**src/rtl/eeprom_log_writer.sv**
```systemverilog
// Purpose: gathers logged bytes into a one-page buffer and feeds page-write bursts (never crossing a page) to the I2C leader.
// Latency: a burst is requested the cycle after the page fills or a flush is seen; lead_byte is read combinationally.
// Backpressure: in_ready drops from burst request until ACK; lead_start holds until lead_ready. Option macro: EEPROM_WRITE_TIMER_EN.
module eeprom_log_writer #(
    parameter int PAGE_BYTES = 64,
    parameter int RETRY_GAP  = 5000,
    parameter int MAX_RETRY  = 255,
    parameter int TWC_CYCLES = 250000
) (
    input  logic        CLK_50MHz,
    input  logic        RESET_N,
    input  logic [7:0]  in_data,
    input  logic        in_valid,
    output logic        in_ready,
    input  logic        flush,
    output logic        busy,
    output logic        err,
    output logic        wrapped,
    output logic [14:0] wr_addr,
    output logic        lead_start,
    input  logic        lead_ready,
    output logic [14:0] lead_addr,
    output logic [6:0]  lead_len,
    output logic [7:0]  lead_byte,
    input  logic        lead_byte_rd,
    input  logic        lead_done,
    input  logic        lead_nack
);
    localparam int AW = $clog2(PAGE_BYTES);
    localparam int CW = AW + 1;
    // one timer serves both the retry gap and the write-cycle wait, so size it for the longer
    localparam int TIMER_MAX = (RETRY_GAP > TWC_CYCLES) ? RETRY_GAP : TWC_CYCLES;
    localparam int TW = $clog2(TIMER_MAX + 1);
    localparam logic [CW-1:0] PAGE_CNT  = CW'(PAGE_BYTES);
    localparam logic [7:0]    RETRY_LIM = 8'(MAX_RETRY);
    localparam logic [TW-1:0] GAP_LAST  = TW'(RETRY_GAP - 1);

    typedef enum logic [2:0] {
        S_FILL  = 3'd0,
        S_START = 3'd1,
        S_SEND  = 3'd2,
        S_RETRY = 3'd3,
        S_ERROR = 3'd4,
        S_TWC   = 3'd5
    } state_t;

    state_t        r_state;
    state_t        w_state_nxt;
    logic [7:0]    r_buf [PAGE_BYTES];
    logic [14:0]   r_wr_addr;
    logic [CW-1:0] r_count;
    logic [AW-1:0] r_rd_ptr;
    logic [7:0]    r_retries;
    logic [TW-1:0] r_timer;
    logic          r_err;
    logic          r_wrapped;

    logic [CW-1:0] w_room;
    logic          w_in_ready;
    logic          w_accept;
    logic          w_fill_done;
    logic          w_flush_hit;
    logic          w_gap_done;
    logic [7:0]    w_retries_inc;
    logic [15:0]   w_addr_sum;

    // room left before the page boundary is 1..PAGE_BYTES, so a burst never wraps inside a page
    assign w_room        = PAGE_CNT - CW'(r_wr_addr[AW-1:0]);
    assign w_accept      = in_valid & w_in_ready;
    assign w_fill_done   = w_accept && ((r_count + CW'(1)) == w_room);
    // a flush on an empty buffer is ignored unless a byte arrives with it
    assign w_flush_hit   = flush && ((r_count != '0) || w_accept);
    assign w_gap_done    = (r_timer == GAP_LAST);
    assign w_retries_inc = r_retries + 8'd1;
    assign w_addr_sum    = {1'b0, r_wr_addr} + 16'(r_count);

`ifdef EEPROM_WRITE_TIMER_EN
    localparam logic [TW-1:0] TWC_LAST = TW'(TWC_CYCLES - 1);
    logic r_flush_pend;
    logic w_twc_done;
    assign w_twc_done = (r_timer == TWC_LAST);

    // remember a flush seen during the write-cycle wait so it fires when the timer expires
    always_ff @(posedge CLK_50MHz or negedge RESET_N) begin
        if (!RESET_N) begin
            r_flush_pend <= 1'b0;
        end else if (r_state != S_TWC) begin
            r_flush_pend <= 1'b0;
        end else if (w_flush_hit) begin
            r_flush_pend <= 1'b1;
        end
    end
`endif

    // state register
    always_ff @(posedge CLK_50MHz or negedge RESET_N) begin
        if (!RESET_N) begin
            r_state <= S_FILL;
        end else begin
            r_state <= w_state_nxt;
        end
    end

    // next-state decode
    always_comb begin
        w_state_nxt = r_state;
        case (r_state)
            S_FILL: begin
                if (w_fill_done || w_flush_hit) w_state_nxt = S_START;
            end
            S_START: begin
                if (lead_ready) w_state_nxt = S_SEND;
            end
            S_SEND: begin
                if (lead_done) begin
                    if (!lead_nack) begin
`ifdef EEPROM_WRITE_TIMER_EN
                        w_state_nxt = S_TWC;
`else
                        w_state_nxt = S_FILL;
`endif
                    end else if (w_retries_inc == RETRY_LIM) begin
                        w_state_nxt = S_ERROR;
                    end else begin
                        w_state_nxt = S_RETRY;
                    end
                end
            end
            S_RETRY: begin
                if (w_gap_done) w_state_nxt = S_START;
            end
`ifdef EEPROM_WRITE_TIMER_EN
            S_TWC: begin
                if (w_twc_done) begin
                    if (w_fill_done || (r_count == w_room) || r_flush_pend || w_flush_hit)
                        w_state_nxt = S_START;
                    else
                        w_state_nxt = S_FILL;
                end
            end
`endif
            S_ERROR: w_state_nxt = S_ERROR;
            default: w_state_nxt = S_FILL;
        endcase
    end

    // state-decoded outputs
    always_comb begin
        w_in_ready = 1'b0;
        busy       = 1'b1;
        lead_start = 1'b0;
        case (r_state)
            S_FILL: begin
                busy       = 1'b0;
                w_in_ready = (r_count < w_room);
            end
            S_START: lead_start = 1'b1;
`ifdef EEPROM_WRITE_TIMER_EN
            S_TWC: w_in_ready = (r_count < w_room);
`endif
            default: ;
        endcase
    end

    // address, fill count, read pointer, retry count, wait timer and sticky flags
    always_ff @(posedge CLK_50MHz or negedge RESET_N) begin
        if (!RESET_N) begin
            r_wr_addr <= '0;
            r_count   <= '0;
            r_rd_ptr  <= '0;
            r_retries <= '0;
            r_timer   <= '0;
            r_err     <= 1'b0;
            r_wrapped <= 1'b0;
        end else begin
            if (w_accept) r_count <= r_count + CW'(1);
            if ((r_state == S_RETRY) || (r_state == S_TWC)) r_timer <= r_timer + TW'(1);
            else r_timer <= '0;
            if (r_state == S_START) r_rd_ptr <= '0;
            if (r_state == S_SEND) begin
                // pointer parks on the last byte; surplus read pulses are harmless
                if (lead_byte_rd && (({1'b0, r_rd_ptr} + CW'(1)) < r_count))
                    r_rd_ptr <= r_rd_ptr + AW'(1);
                if (lead_done) begin
                    if (!lead_nack) begin
                        r_wr_addr <= w_addr_sum[14:0];
                        r_count   <= '0;
                        r_retries <= '0;
                        if (w_addr_sum[15]) r_wrapped <= 1'b1;
                    end else begin
                        r_retries <= w_retries_inc;
                    end
                end
            end
            if (w_state_nxt == S_ERROR) r_err <= 1'b1;
        end
    end

    // page buffer: written only while accepting bytes, never reset
    always_ff @(posedge CLK_50MHz) begin
        if (w_accept) r_buf[r_count[AW-1:0]] <= in_data;
    end

    assign in_ready  = w_in_ready;
    assign err       = r_err;
    assign wrapped   = r_wrapped;
    assign wr_addr   = r_wr_addr;
    assign lead_addr = r_wr_addr;
    assign lead_len  = 7'(r_count);
    assign lead_byte = r_buf[r_rd_ptr];

endmodule

```
**config.mk**
```make
export PLATFORM = sky130hd
export DESIGN_NAME = eeprom_log_writer
export DESIGN_NICKNAME = d
export VERILOG_FILES = /design/src/rtl/eeprom_log_writer.sv
export SDC_FILE = /design/constraint.sdc
export NUM_CORES = 1
export LEC_CHECK = 0
export BUFFER_PORTS_ARGS = -buffer_cell sky130_fd_sc_hd__clkbuf_2
export CORE_ASPECT_RATIO = 1.75
export CORE_MARGIN = 4
export CORE_UTILIZATION = 25
export DETAILED_ROUTE_END_ITERATION = 16
export PLACE_DENSITY = 0.37
export SLEW_MARGIN = 10
export SYNTH_ARGS = -nofsm -noshare
export SYNTH_HDL_FRONTEND = slang
export SYNTH_SLANG_ARGS = --single-unit
```
**constraint.sdc**
```tcl
create_clock -name CLK_50MHz -period 5.52 [get_ports CLK_50MHz]
set_input_delay 0.276 -clock CLK_50MHz [delete_from_list [all_inputs] [get_ports CLK_50MHz]]
set_output_delay 0.276 -clock CLK_50MHz [all_outputs]
set_load 0.02 [all_outputs]
```
==> impl_metrics.json, run 1 <==
{
  "cts_buffers": 55,
  "netlist_area_um2": 23590,
  "place_congestion": 0.8276,
  "synth_top_family_by_area": "multiplexers",
  "clk_latency_ns": 0.65,
  "worst_pin_slew_ns": 1.183,
  "worst_setup_path_start_kind": "flip-flop",
  "grt_max_degree": 70,
  "synthSimpleGateAreaFrac": 0.06296,
  "port_buffers": 65,
  "r2r_cells": 10,
  "synth_edf_count": 512,
  "slew_viol_final": 0,
  "hp-start": "lead_ready",
  "synth_cells": 1362,
  "drcViolationCount": 0,
  "setup_violations": 0,
  "synth-seq-cells": 571,
  "ys_types": 59,
  "gr-total-overflow": 0,
  "async_flop_share": 0.1033,
  "final_cell_area_um2": 27300,
  "peakVddDrop_v": 0.0002412,
  "ys_warn_count": 0,
  "cp.required_ns": 5.78,
  "status": "complete, no violations",
  "rows": 148,
  "syn_area_per_cell_um2": 17.32,
  "num-nets-final": 1479,
  "ant_nets": 0,
  "tns_ns": 0,
  "max_stage_delay_ns": 0.82,
  "dr.pass1.iters": 5,
  "routed_wl_mm": 71.07,
  "yosysSeqAreaShare": 0.7143,
  "max_slew_margin": 0.2091,
  "n_antenna_cell": 0,
  "num_vias": 12560,
  "synthAdderAreaFrac": 0.01517,
  "grt_pass1_vias": 13400,
  "critPathLaunch": "lead_addr[1]",
  "synth_compound_area_frac": 0.03559,
  "critical_path_arrival_ns": 4.90,
  "viasPerCell": 4.687,
  "die_h_um": 414.4,
  "fmax_ghz": 0.2156,
  "regToRegSetupSlack_ns": 0.88,
  "grt_use_total": 0.1417,
  "cp-end-kind": "flip-flop",
  "grt_pass1_wl_mm": 101.3,
  "cts_sinks": 571,
  "fin_crit_ns": 4.639,
  "placed_area_um2": 25300,
  "cts_tree": "yes",
  "start_util": 0.2528,
  "cts_buffer_depth": 3,
  "power.density_nw_per_um2": 433.8,
  "reg2reg_to": "r_buf[3][0]",
  "wl_per_cell_um": 26.53,
  "synth_xor_area_frac": 0.01893,
  "synthFlopType": "edfxtp_1",
  "cp_cell_sequence": "inv_1 > ha_1 > or3b_2 > or3_1 > ha_1 > nand4_1 > a21oi_1 > or4_4 > or4_1 > nor2_1",
  "cts-root-buf": "clkbuf_16",
  "drt_iter0_markers": 757,
  "drive_gt1_frac": 0.2170,
  "area_growth_pct": 15.74,
  "drv_cap": 0,
  "antenna_found_initial": 0,
  "rsz0062_at_grt": "false",
  "crit_type": "reg -> reg",
  "synth.area.mux_share": 0.1317,
  "layout_common_cells": "edfxtp_1 (512), mux4_2 (120), nor2_1 (96)",
  "fin_crit_sh": 0.8404,
  "holdCritPathClass": "in -> reg",
  "worstReg2RegStart": "lead_addr[1]",
  "htreeDepth": 2,
  "cp_max_fo": 18,
  "dp_hpwl_mm": 47.81,
  "power.leakage_nw": 8.660,
  "path_clk_slew_ns": 0.07,
  "syn_nets": 1406,
  "die_w_um": 240.2,
  "cp_slowest_cell": "or4_1",
  "final_common_cell": "edfxtp_1",
  "min_to": "r_state[0]",
  "crit_path_frequent_cell": "ha_1",
  "hold_viol_final": 0,
  "ios": 66,
  "hold_depth": 4,
  "core_um2": 93330,
  "clock_skew_ns": 0.02859,
  "dieArea_um2": 99530
}
## report_power, final
group / leakage, nW / internal [W] / switching [W] / total, W
logic: 2.34 / 0.00109 / 0.00153 / 0.00263
registers: 5.37 / 0.00482 / 0.000271 / 0.00509
clock network: 0.943 / 0.00241 / 0.00171 / 0.00412
total: 8.66 / 0.00833 / 0.00352 / 0.0118
## synth_stat cells, drive strengths merged, types with 2 or more instances
cell,instances,area (µm²)
dfrtp,59,1476
nor2,97,371.6
a22oi,32,240.2
or3,8,50.05
and3b,3,26.28
clkbuf,33,123.9
nor4,7,43.79
mux2i,36,360.4
a22o,2,17.52
mux4,120,2703
nor3b,4,30.03
a21oi,24,120.1
xnor2,28,245.2
o21ai,33,165.2
nor2b,6,37.54
o31ai,3,22.52
inv,22,82.58
ha,27,337.8
a21boi,2,15.02
and2,6,37.54
or2,6,37.54
a32o,2,20.02
a21o,2,15.01
buf,52,291.5
nand4,10,62.56
a31oi,26,162.7
nand2b,6,37.54
or4,5,41.29
edfxtp,512,15370
nand2,68,257.8
nand3,56,280.3
and3,7,43.79
mux2,4,45.04
nor3,17,85.08
xor2,23,201.4
## layer usage
metal,GRT usage,share of wire
met5,0,0
met3,0.01941,0.036
met2,0.2626,0.54
met4,0.06823,0.053
met1,0.1576,0.37
## cells by family after synthesis
family          count (synthesis)
compound gates                133
xor+xnor                       51
fa+ha+maj                      28
buf+inv                       108
flops                         571
mux                           160
simple gates                  311
## worst max-delay path: cells and delay by family, from the launching register on
kind / cells / cell delay (ns)
AO/OA/AOI/OAI: 1 / 0.07
adder cells (fa/ha/maj): 2 / 0.49
buffers and inverters: 1 / 0.13
flip-flops: 1 / 0.46
AND/OR/NAND/NOR: 6 / 3.13
## how the worst max path moves through the flow
stage                         to  slack, ns  cells after the start
floorplan           r_buf[16][0]       1.06                     12
global placement    r_buf[59][3]       0.91                     10
detailed placement  r_buf[59][7]       0.83                     10
CTS                  r_buf[3][0]       0.83                     10
global route         r_buf[3][7]       0.61                     10
finish               r_buf[3][0]       0.88                     10
## repair_timing
action,CTS,global route
setup buffers,0,0
endpoints found under the setup margin,0,0
hold buffers,5,0
endpoints found under the hold margin,70,0
gates resized for setup,0,0
## through the flow
step                      hold slack [ns]  utilization  total power, W  cells  setup slack (ns)
after floorplan                  -0.01959            -        0.006899   1362             1.060
after global placement             0.4513       0.2710        0.007901   2573            0.9097
after detailed placement           0.4578       0.2710        0.007884   2573            0.8313
after CTS                         0.02629       0.2925         0.01207   2679            0.8259
after global routing              0.08895       0.2925         0.01242   2679            0.6085
final                             0.08877       0.2925         0.01184   2679            0.8810
## flip-flops by register name (all words and copies together) (netlist names)
signal and count:
r_timer 18, lead_addr 15, r_buf 512, err 1, lead_len 7, wrapped 1
r_retries 8, r_state 3, r_rd_ptr 6
## cell type report
type,count,area [µm²]
well taps,1200,1501
inverters,23,86.33
multi-input cells,683,6252
clock buffers,70,1464
flip-flops and latches,571,16860
repair buffers,101,645.6
clock inverters,31,493.0
fillers,9299,66030
Note: power is estimated with default switching activity, not from simulation.
==> run 2: changes to the inputs <==
clock period = 4.5 ns   (was 5.52 ns; I/O delays follow)
==> impl_metrics.json, run 2 (synthesized netlist as in run 1, its figures left out) <==
{
  "ant_nets": 0,
  "area_growth_pct": 16.92,
  "final_common_cell": "edfxtp_1",
  "slew_viol_final": 0,
  "cts_sinks": 571,
  "tns_ns": 0,
  "setup_violations": 0,
  "cts-root-buf": "clkbuf_16",
  "grt_pass1_wl_mm": 99.30,
  "crit_type": "reg -> reg",
  "fin_crit_ns": 4.202,
  "path_clk_slew_ns": 0.07,
  "switching_share": 0.3046,
  "drv_cap": 0,
  "largest_reg_flops": 512,
  "rows": 148,
  "power.density_nw_per_um2": 510.6,
  "fmax_ghz": 0.2380,
  "rsz0062_at_grt": "false",
  "clock_skew_ns": 0.02165,
  "post-cts-setup-buffers": 0,
  "critical_path_arrival_ns": 4.53,
  "power_frac_seq": 0.441,
  "cts_buffer_depth": 3,
  "drcViolationCount": 0,
  "worst_setup_path_start_kind": "flip-flop",
  "wl_per_cell_um": 25.29,
  "cp_max_fo": 18,
  "routed_wl_mm": 69.35,
  "cts_buffers": 55,
  "peakVddDrop_v": 0.0002884,
  "drt_iter0_markers": 868,
  "clk_latency_ns": 0.63,
  "num_vias": 12570,
  "die_w_um": 240.2,
  "placed_area_um2": 25790,
  "cp_slowest_cell": "or3_1",
  "fin_crit_sh": 0.9338,
  "drive_gt1_frac": 0.2474,
  "antenna_found_initial": 0,
  "dp_hpwl_mm": 47.27,
  "layout_common_cells": "edfxtp_1 (512), mux4_2 (120), nor2_1 (96)",
  "gr-total-overflow": 0,
  "clkPwrFrac": 0.325,
  "max_stage_delay_ns": 0.75,
  "power.leakage_nw": 8.903,
  "dieArea_um2": 99530,
  "num-nets-final": 1543,
  "dr.pass1.iters": 5,
  "grt_pass1_vias": 13600,
  "p_int_w": 0.009794,
  "die_h_um": 414.4,
  "final_cell_area_um2": 27580,
  "viasPerCell": 4.584,
  "place_congestion": 0.8089,
  "start_util": 0.2528,
  "comb_power_share": 0.235,
  "max_slew_margin": 0.3191,
  "p_switching_w": 0.004289,
  "holdCritPathClass": "in -> reg",
  "grt_max_degree": 65,
  "ios": 66,
  "worst_hold_slack_ns": 0.09672,
  "cp-end-kind": "flip-flop",
  "htreeDepth": 2,
  "grt_use_total": 0.1379,
  "core_um2": 93330,
  "cp.required_ns": 4.83,
  "cts_tree": "yes",
  "port_buffers": 65,
  "worst_pin_slew_ns": 1.021,
  "status": "complete, no violations",
  "hold_viol_final": 0,
  "cp_cell_sequence": "inv_1 > ha_1 > or3b_2 > or3_1 > ha_1 > nand4_1 > a21oi_1 > or4_4 > or3_1 > nor2_1 > buf_4"
}
[run 2: cell count changes in the layout (fill, tap and decap cells not counted), sizes merged]
| cell | change |
|---|---|
| bufinv | -7 |
| clkinv | +8 |
| inv | -1 |
| buf | +63 |
| diode | +2 |
| dlygate4sd3 | +1 |
| clkbuf | -6 |
| clkinvlp | +3 |
[run 2: per-stage QoR]
| step | total power (W) | util | worst slack, ns | std cells |
|---|---|---|---|---|
| floorplan | 0.008463 | - | 0.03978 | 1362 |
| global placement | 0.009732 | 0.2763 | 0.3274 | 2636 |
| detailed placement | 0.009726 | 0.2763 | 0.2929 | 2636 |
| CTS | 0.01439 | 0.2955 | 0.2851 | 2740 |
| global route | 0.01476 | 0.2955 | 0.1437 | 2740 |
| finish | 0.01408 | 0.2955 | 0.2979 | 2742 |
[run 2: layer usage]
metal | wire (µm) | track usage | vias up
met5 | 0 | 0 | -
met4 | 2438 | 0.04630 | 0
met3 | 2367 | 0.01981 | 104
met2 | 39000 | 0.2676 | 284
met1 | 25540 | 0.1510 | 6541
li1 | - | - | 5641
[run 2: cell type report]
class,count,area (µm²)
Fill cell,9343,65750
Sequential cell,571,16860
Multi-Input combinational cell,683,6250
Tap cell,1200,1501
Clock buffer,64,1420
Timing Repair Buffer,165,1154
Clock inverter,34,306.5
Inverter,23,86.33
Antenna cell,2,5.005
[run 2: power groups by stage]
stage               combinational, W  clock, W  sequential, W
floorplan                    0.00224         0        0.00622
finish                       0.00330   0.00457        0.00621
CTS                          0.00342   0.00475        0.00622
detailed placement           0.00339         0        0.00633
global route                 0.00359   0.00493        0.00624
global placement             0.00340         0        0.00633
[run 2: path summary, 6_finish.rpt]
check	from	cells after the start	endpoint	slack [ns]
setup / recovery	lead_addr[1]	11	r_buf[25][0]	0.30
hold / removal	in_data[6]	1	r_buf[53][6]	0.1
setup reg to reg	lead_addr[1]	11	r_buf[25][0]	0.30
hold reg to reg	r_timer[0]	1	r_timer[0]	0.46
max in group asynchronous	RESET_N	3	lead_addr[11]	3.35
min in group asynchronous	RESET_N	2	r_timer[16]	0.20
[run 2: worst max-delay path: cells and delay by family (launching register included)]
kind / cells / cell delay (ns)
flip-flops: 1 / 0.44
buffers and inverters: 2 / 0.33
adder cells (fa/ha/maj): 2 / 0.49
AND/OR/NAND/NOR: 6 / 2.56
AO/OA/AOI/OAI: 1 / 0.06
[run 2: what timing repair did]
action / CTS / global route
resized for setup: 0 / 0
endpoints found under the setup margin: 0 / 0
hold buffers: 6 / 0
hold endpoints to repair: 37 / 0
==> run 3: changes to the inputs <==
==> constraint.sdc (replaced) <==
create_clock -name CLK_50MHz -period 4.5 [get_ports CLK_50MHz]
set_input_delay 0.45 -clock CLK_50MHz [delete_from_list [all_inputs] [get_ports CLK_50MHz]]
set_output_delay 0.45 -clock CLK_50MHz [all_outputs]
set_load 0.02 [all_outputs]
==> impl_metrics.json, run 3 (synthesized netlist as in run 1, its figures left out) <==
{
  "worst_setup_path_start_kind": "flip-flop",
  "cts_resized": 0,
  "tns_ns": 0,
  "dp_hpwl_mm": 46.89,
  "drt_iter0_markers": 759,
  "grt_use_total": 0.1366,
  "htreeDepth": 2,
  "grt_max_degree": 71,
  "worst_hold_slack_ns": 0.1699,
  "drive_gt1_frac": 0.2541,
  "drcViolationCount": 0,
  "gr-total-overflow": 0,
  "cp.required_ns": 4.84,
  "place_congestion": 0.7764,
  "worst_pin_slew_ns": 1.227,
  "utilization": 0.2970,
  "area_growth_pct": 17.50,
  "cp_max_fo": 18,
  "power.density_nw_per_um2": 516.2,
  "grt_pass1_wl_mm": 98.61,
  "die_h_um": 414.4,
  "critical_path_arrival_ns": 4.55,
  "wl_per_cell_um": 24.88,
  "cts_sinks": 571,
  "holdCritPathClass": "in -> reg",
  "reg2reg_to": "r_buf[18][6]",
  "crit_type": "reg -> reg",
  "drv_cap": 0,
  "endpoint": "r_buf[18][6]",
  "fin_crit_ns": 4.209,
  "fmax_ghz": 0.2376,
  "ios": 66,
  "core_um2": 93330,
  "status": "complete, no violations",
  "cts_buffers": 53,
  "numPlacedInstances": 2647,
  "fin_crit_sh": 0.9353,
  "grt_pass1_vias": 13490,
  "num-nets-final": 1547,
  "largest_reg_flops": 512,
  "worstReg2RegStart": "lead_addr[1]",
  "cts_buffer_depth": 3,
  "power.leakage_nw": 8.980,
  "viasPerCell": 4.531,
  "stdcell_count": 2744,
  "critPathLaunch": "lead_addr[1]",
  "regToRegSetupSlack_ns": 0.29,
  "cp-end-kind": "flip-flop",
  "clock_skew_ns": 0.04074,
  "cts_tree": "yes",
  "port_buffers": 65,
  "final_cell_area_um2": 27720,
  "antenna_found_initial": 0,
  "placed_area_um2": 25890,
  "r2r_cells": 11,
  "ant_nets": 0,
  "max_slew_margin": 0.1800,
  "die_w_um": 240.2,
  "rows": 148,
  "slew_viol_final": 0,
  "final_common_cell": "edfxtp_1",
  "clk_latency_ns": 0.64,
  "dieArea_um2": 99530,
  "peakVddDrop_v": 0.0003878,
  "start_util": 0.2528,
  "path_clk_slew_ns": 0.07,
  "setup_violations": 0,
  "hold_viol_final": 0,
  "cts-root-buf": "clkbuf_16",
  "layout_common_cells": "edfxtp_1 (512), mux4_2 (120), buf_4 (99)",
  "num_vias": 12430,
  "rsz0062_at_grt": "false",
  "routed_wl_mm": 68.26,
  "dr.pass1.iters": 5
}
-- run 3: cell count changes in the layout (fill, tap and decap cells not counted), sizes merged, moves of 2 or more --
| cell | previous run | this run |
|---|---|---|
| dlygate4sd3 | 6 | 1 |
| clkbuf | 128 | 121 |
| bufinv | 4 | 9 |
| buf | 95 | 106 |
| inv | 24 | 22 |
-- run 3: area by class of cell --
type | instances | area (µm²)
fillers | 9332 | 65610
flip-flops and latches | 571 | 16860
multi-input cells | 683 | 6250
well taps | 1200 | 1501
clock buffers | 57 | 1341
repair buffers | 171 | 1199
clock inverters | 38 | 479.2
inverters | 23 | 86.33
diodes | 1 | 2.502
-- run 3: worst min-delay path by stage --
stage | start | end | slack (ns) | cells past startpoint
3_5_place_dp | wrapped | wrapped | 0.46 | 1
2_1_floorplan | RESET_N | err | 0.15 | 0
3_3_place_gp | r_timer[0] | r_timer[0] | 0.45 | 1
5_1_grt | lead_nack | r_retries[2] | 0.17 | 2
6_report | flush | r_state[0] | 0.17 | 3
4_1_cts | flush | r_state[0] | 0.12 | 3
-- run 3: where the power goes --
part | switching, W | internal, W
sequential | 0.000226 | 0.00592
combinational | 0.00199 | 0.00143
clock | 0.00206 | 0.00269
total | 0.00428 | 0.0100
-- run 3: repair_timing --
action	4_1_cts	5_1_grt
hold buffers	1	0
endpoints found under the hold margin	29	0
buffers inserted	0	0
-- run 3: layer usage --
metal	GRT usage	vias up	part of all wire
met3	0.01589	90	0.027
met5	0	-	0
met4	0.04728	0	0.035
li1	-	5631	-
met2	0.2607	237	0.56
met1	0.1550	6476	0.38
-- run 3: critical path, stage by stage, from the launching register on --
cell and delay, ns:
dfrtp_1 0.45, inv_1 0.13, ha_1 0.20, or3b_2 0.47, or3_1 0.37, ha_1 0.31
nand4_1 0.11, a21oi_1 0.07, or4_4 0.66, or4_1 0.62, nor2_1 0.34, buf_4 0.22
-- run 3: metrics by stage --
step	power [W]	setup slack, ns
global placement	0.009789	0.3609
CTS	0.01460	0.2851
global route	0.01503	0.05124
floorplan	0.008463	0.03978
finish	0.01431	0.2911
detailed placement	0.009782	0.2804
